File: config.mk
export PLATFORM = sky130hd
export DESIGN_NAME = serial_compare16
export DESIGN_NICKNAME = d
export VERILOG_FILES = /design/src/rtl/serial_compare16.sv
export SDC_FILE = /design/constraint.sdc
export NUM_CORES = 1
export LEC_CHECK = 0
export ABC_CLOCK_PERIOD_IN_PS = 3900
export BUFFER_PORTS_ARGS = -buffer_cell sky130_fd_sc_hd__buf_4
export CAP_MARGIN = 20
export CORE_ASPECT_RATIO = 1.1
export CORE_MARGIN = 2
export CORE_UTILIZATION = 55
export DETAILED_ROUTE_END_ITERATION = 16
export MAX_ROUTING_LAYER = met4
export PLACE_DENSITY = 0.78
export SYNTH_ARGS = -nofsm -noshare
export SYNTH_HDL_FRONTEND = slang
export SYNTH_SLANG_ARGS = --single-unit
File: constraint.sdc
create_clock -name iClk -period 3.9 [get_ports iClk]
set_input_delay 0.78 -clock iClk [delete_from_list [all_inputs] [get_ports iClk]]
set_output_delay 0.78 -clock iClk [all_outputs]
set_load 0.1 [all_outputs]
File: src/rtl/serial_compare16.sv
// Multi-nibble magnitude comparator: latches A/B, scans MSB nibble first one
// nibble per clock, stops on the first difference, emits a one-hot relation.
module serial_compare16 #(
    parameter int NIBBLES = 4
) (
    input  logic                 iClk,
    input  logic                 iRst_n,
    input  logic                 iStart,
    input  logic [4*NIBBLES-1:0] iData_a,
    input  logic [4*NIBBLES-1:0] iData_b,
    input  logic [2:0]           iCascade,
    output logic [2:0]           oData,
    output logic                 oBusy,
    output logic                 oDone,
    output logic [2:0]           oNibble_cnt
);

    typedef enum logic {
        IDLE = 1'b0,
        SCAN = 1'b1
    } state_t;

    localparam logic [2:0] REL_GT = 3'b100;
    localparam logic [2:0] REL_EQ = 3'b010;
    localparam logic [2:0] REL_LT = 3'b001;

    state_t               state_q;
    logic [4*NIBBLES-1:0] a_q;
    logic [4*NIBBLES-1:0] b_q;
    logic [2:0]           casc_q;
    logic [2:0]           idx_q;
    logic [2:0]           data_q;
    logic                 busy_q;
    logic                 done_q;

    logic [3:0] nib_a;
    logic [3:0] nib_b;
    logic [2:0] casc_norm;

    assign nib_a = a_q[4*idx_q +: 4];
    assign nib_b = b_q[4*idx_q +: 4];

    // Anything other than a single set bit is treated as "equal".
    assign casc_norm = $onehot(iCascade) ? iCascade : REL_EQ;

    // NOTE: operand latches sit in the reset domain too, so a reset leaves no
    // stale operand behind for the next compare to pick up.
    always_ff @(posedge iClk or negedge iRst_n) begin
        if (!iRst_n) begin
            state_q <= IDLE;
            a_q     <= '0;
            b_q     <= '0;
            casc_q  <= REL_EQ;
            idx_q   <= '0;
            data_q  <= '0;
            busy_q  <= 1'b0;
            done_q  <= 1'b0;
        end else begin
            // NOTE: every state register uses <=, so all branches below see
            // the pre-edge values and update together at the edge.
            done_q <= 1'b0;
            case (state_q)
                IDLE: begin
                    if (iStart) begin
                        a_q     <= iData_a;
                        b_q     <= iData_b;
                        casc_q  <= casc_norm;
                        idx_q   <= 3'(NIBBLES - 1);
                        busy_q  <= 1'b1;
                        state_q <= SCAN;
                    end
                end
                SCAN: begin
                    if (nib_a != nib_b || idx_q == 3'd0) begin
                        if (nib_a > nib_b)      data_q <= REL_GT;
                        else if (nib_a < nib_b) data_q <= REL_LT;
                        else                    data_q <= casc_q;
                        done_q  <= 1'b1;
                        busy_q  <= 1'b0;
                        idx_q   <= '0;
                        state_q <= IDLE;
                    end else begin
                        idx_q <= idx_q - 3'd1;
                    end
                end
                default: state_q <= IDLE;
            endcase
        end
    end

    assign oData       = data_q;
    assign oBusy       = busy_q;
    assign oDone       = done_q;
    assign oNibble_cnt = idx_q;

endmodule

== Yosys cells after proc, flatten, opt, wreduce, memory -nomap -nowiden ==
Index checks and enable logic that the tools add are counted.

* Muxes and demuxes: 14
* Add/sub/neg operators: 3
* Shift-type cells: 2
* Reduce and logical (&&, ||, !) cells: 5
* $lt $le $gt $ge: 2
* Bitwise gates (word level): 1
* Equality and inequality tests: 4

{| class="wikitable"
|+ Operators with widths
! cell !! count
|-
| $shiftx 16x6->4 || 2
|-
| $mux 3 || 5
|-
| $mux 1 || 6
|-
| $pmux 3 s2 || 1
|-
| $reduce_and 2->1 || 3
|-
| $gt 4x4->1 || 1
|-
| $lt 4x4->1 || 1
|-
| $ne 4x4->1 || 1
|-
| $pmux 1 s2 || 2
|-
| $logic_not 3->1 || 1
|-
| $sub 3x1->3 const B || 1
|-
| $add 1x1->2 || 1
|-
| $add 2x1->2 || 1
|-
| $eq 2x1->1 const B || 1
|-
| $ne 2x1->1 const B || 1
|-
| $ne 2x2->1 const B || 1
|-
| $logic_or 1x1->1 || 1
|-
| $not 1->1 || 1
|}

* Bits of input ports: 38
* Output and inout bits: 8
* Logic and storage cells: 39
* Bits in registers: 44

== Logic depth before layout (Yosys ltp) ==
* Depth after elaboration: 5
* Depth in mapped cells: 8
* Mapped depth without buffers: 7

== Worst setup path before layout ==
OpenSTA, ideal clock, no wires.

* Path type: reg2reg
* Start: register idx_q[0], in the netlist oNibble_cnt[0]
* End: register data_q[0], in the netlist oData[0]
* Library setup time: 121 ps
* Buffers on the path: 1
* Cell stages (with the launch flop): 9
* Arrival: 2,765 ps
* Period minus slack after synthesis: 2,886 ps
* Slack: 1,014 ps
* Cell sequence: dfrtp_1 buf_6 mux4_2 nor2b_4 ha_1 nand4_2 nor2_2 nor2b_2 o22a_1

* Cells in the longest elaborated chain, start to end: 4
* Elaborated cells on any way between the ends: 10
* Those cells by class: 2 x order compare; 1 x eq/ne; 2 x shift; 2 x mux; 3 x reduce/logical

{| class="wikitable"
|+ RTL lines
! element !! RTL line !! RTL
|-
| start, declared || 31 || <nowiki>logic [2:0] idx_q;</nowiki>
|-
| start signal, assigned || 68 || <nowiki>idx_q <= 3'(NIBBLES - 1);</nowiki>
|-
| start signal, assigned || 83 || <nowiki>idx_q <= idx_q - 3'd1;</nowiki>
|-
| $shiftx 16x6->4, on equally long branches || 40, 41 ||
|-
| $lt 4x4->1 / $ne 4x4->1 (equally long branches) || 76, 74 ||
|-
| $mux 3 / $logic_or 1x1->1 (equally long branches) || 76, 74 ||
|-
| $mux 3 / $reduce_and 2->1 (equally long branches) || -- ||
|-
| end signal, assigned || 77 || <nowiki>else data_q <= casc_q;</nowiki>
|-
| end, declared || 32 || <nowiki>logic [2:0] data_q;</nowiki>
|}

Parallel ways exist; a longest one is shown, timed or not.
A chain may end at the register's enable or synchronous reset.

== Worst setup path after layout ==
Ends and elaborated chain as after synthesis.

==> flow_summary.toml <==
[detailed_routing]
routedWlPerCell_um = 13.35
ant_nets = 0
drtIter0Drc = 117
dr_total_vias = 1608
vias_per_cell = 5.154
drt_wl_total_mm = 4.165
first_pass_iters = 4
drc = 0

[synth]
ys.flop_type = "dfrtp_1"
synthAdderAreaFrac_pct = 4.434
yosys.area_share.simple_pct = 26.31
synth-xor-area-share_pct = 0.4084
yosysTopAreaCell = "dfrtp_1"
synthTopCellsByArea = "dfrtp_1, nand2_1, mux4_2, ha_1, nor2b_4"
synth-compound-area-share_pct = 4.259
synth_edf_count = 0
synth_top_family_by_area = "simple AND/OR/NAND/NOR gates"
ys_warn_count = 0
synth.cell_area_um2 = 2145
synth_top_area_share_pct = 50.18
avgSynthCellArea_um2 = 9.792
synth.net_count = 264
synth.area.mux_share_pct = 8.576
synthCells = 219
ys_types = 28
synthArstFlopShare_pct = 100.0
ys_seq_area_share_pct = 51.40
ys_top_cells_by_count = "nand2_1, dfrtp_1, buf_2"
synthMostInstantiatedCell = "nand2_1"
ys_ff_latch = 44

[global_route]
first_global_vias = 1653
grt_overflow = 0
grt_max_degree = 45
use_met1_pct = 27.94
grt_use_met3_pct = 5.032
grt_busiest_layer = "met2"
grt_pass1_wl_mm = 7.396
use_met2_pct = 35.79
grt.total_usage_pct = 22.39
antenna_found_initial = 0

[clocking]
cts_root_buf = "clkbuf_8"
cts_max_path_buffers = 2
post-cts-setup-buffers = 0
clock_latency_ns = 0.30
cts_tree = "built"
hold_buffers = 0
cts_resized = 0
cts_made_buffers = 5
cts_sinks = 44
h-tree-depth = 2
path_clk_slew_ns = 0.07

[layout]
fin_nets = 306
insertedDiodeCount = 0
drive_gt1_share_pct = 26.72
syn_to_final_growth_pct = 20.48

[place]
dp_hpwl_mm = 3.038
gp_congestion = 0.7638
io_buffer_count = 45

[pwr]
ir_worst_vdd_uv = 395.1
leakagePower_nw = 1.350
power_density_nw_per_um2 = 886.1

[die]
num_io_pins = 46
die_area_um2 = 4415
die_height_um = 69.49
start_util_pct = 58.22
fp.dieW_um = 63.54
core_um2 = 3684
rows = 23

[timing]
tightest_slew_ns = 0.6328
setup_violations = 0
slew_headroom_pct = 57.81
period_needed_ns = 2.582
rsz0062_at_grt = "no"
clock_skew_ns = 0.005679
fmax_ghz = 0.3874
finalSetupTns_ns = 0
post-route-period-util_pct = 66.20
report.final.slew_viol_count = 0
hold_viol_final = 0
holdWs_ns = 0.4681

[run_status]
outcome = "complete, no violations"

[critical_path]
r2r_cells = 7
worstPathMaxFanout = 12
crit_path_start_kind = "flop"
critPathArrivalTime_ns = 2.77
crit_path_end_kind = "flop"
worstPathRequired_ns = 4.08
path_class = "flop to flop"

[min_path]
hold_path.class = "input pin to asynchronous set/reset pin"

[flow_run]
maxCapViolations = 0
## flip-flops by register name (all words and copies together), names as in the netlist
| name | flops |
|---|---|
| oData | 3 |
| casc_q | 3 |
| oNibble_cnt | 3 |
| b_q | 16 |
| oBusy | 1 |
| oDone | 1 |
| state_q | 1 |
| a_q | 16 |
## per-layer routing
layer / vias up / routed length (µm)
li1: 783 / -
met1: 789 / 1830
met2: 29 / 2118
met3: 7 / 137
met4: 0 / 78
met5: - / 0
## placed cells by master, fill, tap and decap left out
| master | n |
|---|---|
| nand3_1 | 2 |
| o21ai_0 | 4 |
| mux4_1 | 1 |
| o2111ai_1 | 1 |
| xor2_1 | 1 |
| nor2_1 | 3 |
| and3_1 | 1 |
| nor2b_4 | 4 |
| clkbuf_1 | 2 |
| clkbuf_8 | 6 |
| nand4_2 | 1 |
| nor2_2 | 1 |
| mux4_2 | 7 |
| ha_1 | 6 |
| a21oi_1 | 2 |
| dfrtp_1 | 43 |
| o22a_1 | 2 |
| dfstp_2 | 1 |
| buf_4 | 47 |
| nor2b_2 | 2 |
| o22ai_1 | 3 |
| nor2b_1 | 2 |
| nand2b_1 | 6 |
| nand3b_1 | 2 |
| fa_1 | 1 |
| nand2_1 | 102 |
| inv_1 | 8 |
| o32ai_2 | 1 |
## final cells by class
| type | count | area, µm² |
|---|---|---|
| well taps | 50 | 62.56 |
| clock buffers | 8 | 90.09 |
| inverters | 8 | 30.03 |
| multi-input cells | 155 | 945.9 |
| fillers | 303 | 1100 |
| repair buffers | 47 | 352.8 |
| flip-flops and latches | 44 | 1102 |
## kinds of logic after synthesis
kind of cell / after synthesis
compound gates: 13
simple gates: 126
buf+inv: 20
mux: 8
flops: 44
xor+xnor: 1
fa+ha+maj: 7
## through the flow
| stage | instance area [µm²] | worst slack, ns | total power [mW] | utilization (%) | cells |
|---|---|---|---|---|---|
| floorplan | 2145 | 1.014 | 1.764 | - | 219 |
| global placement | 2494 | 1.340 | 1.971 | 67.70 | 304 |
| detailed placement | 2494 | 1.287 | 2.021 | 67.70 | 304 |
| CTS | 2584 | 1.276 | 2.311 | 70.14 | 312 |
| global route | 2584 | 1.119 | 2.467 | 70.14 | 312 |
| finish | 2584 | 1.318 | 2.289 | 70.14 | 312 |
## power by group
group	internal (mW)	switching, mW
logic	0.488	0.680
registers	0.659	0.175
clock network	0.144	0.143
total	1.29	0.998
## critical path: stages, from the launching register on
cell and delay (ns):
dfrtp_1 0.72, mux4_2 0.58, nor2b_4 0.14, ha_1 0.35, nand4_2 0.17, nor2_2 0.23, nor2b_2 0.09, o22a_1 0.20
## path summary, 6_finish.rpt
| kind | startpoint | end | slack [ns] |
|---|---|---|---|
| hold reg to reg | a_q[3] | a_q[3] | 0.48 |
| max in group asynchronous | iRst_n | casc_q[1] | 3.06 |
| hold / removal | iRst_n | b_q[11] | 0.47 |
| setup reg to reg | oNibble_cnt[0] | oData[0] | 1.32 |
| min in group iClk | a_q[3] | a_q[3] | 0.48 |
| setup / recovery | oNibble_cnt[0] | oData[0] | 1.32 |
Power figures use the tool's default switching activity.
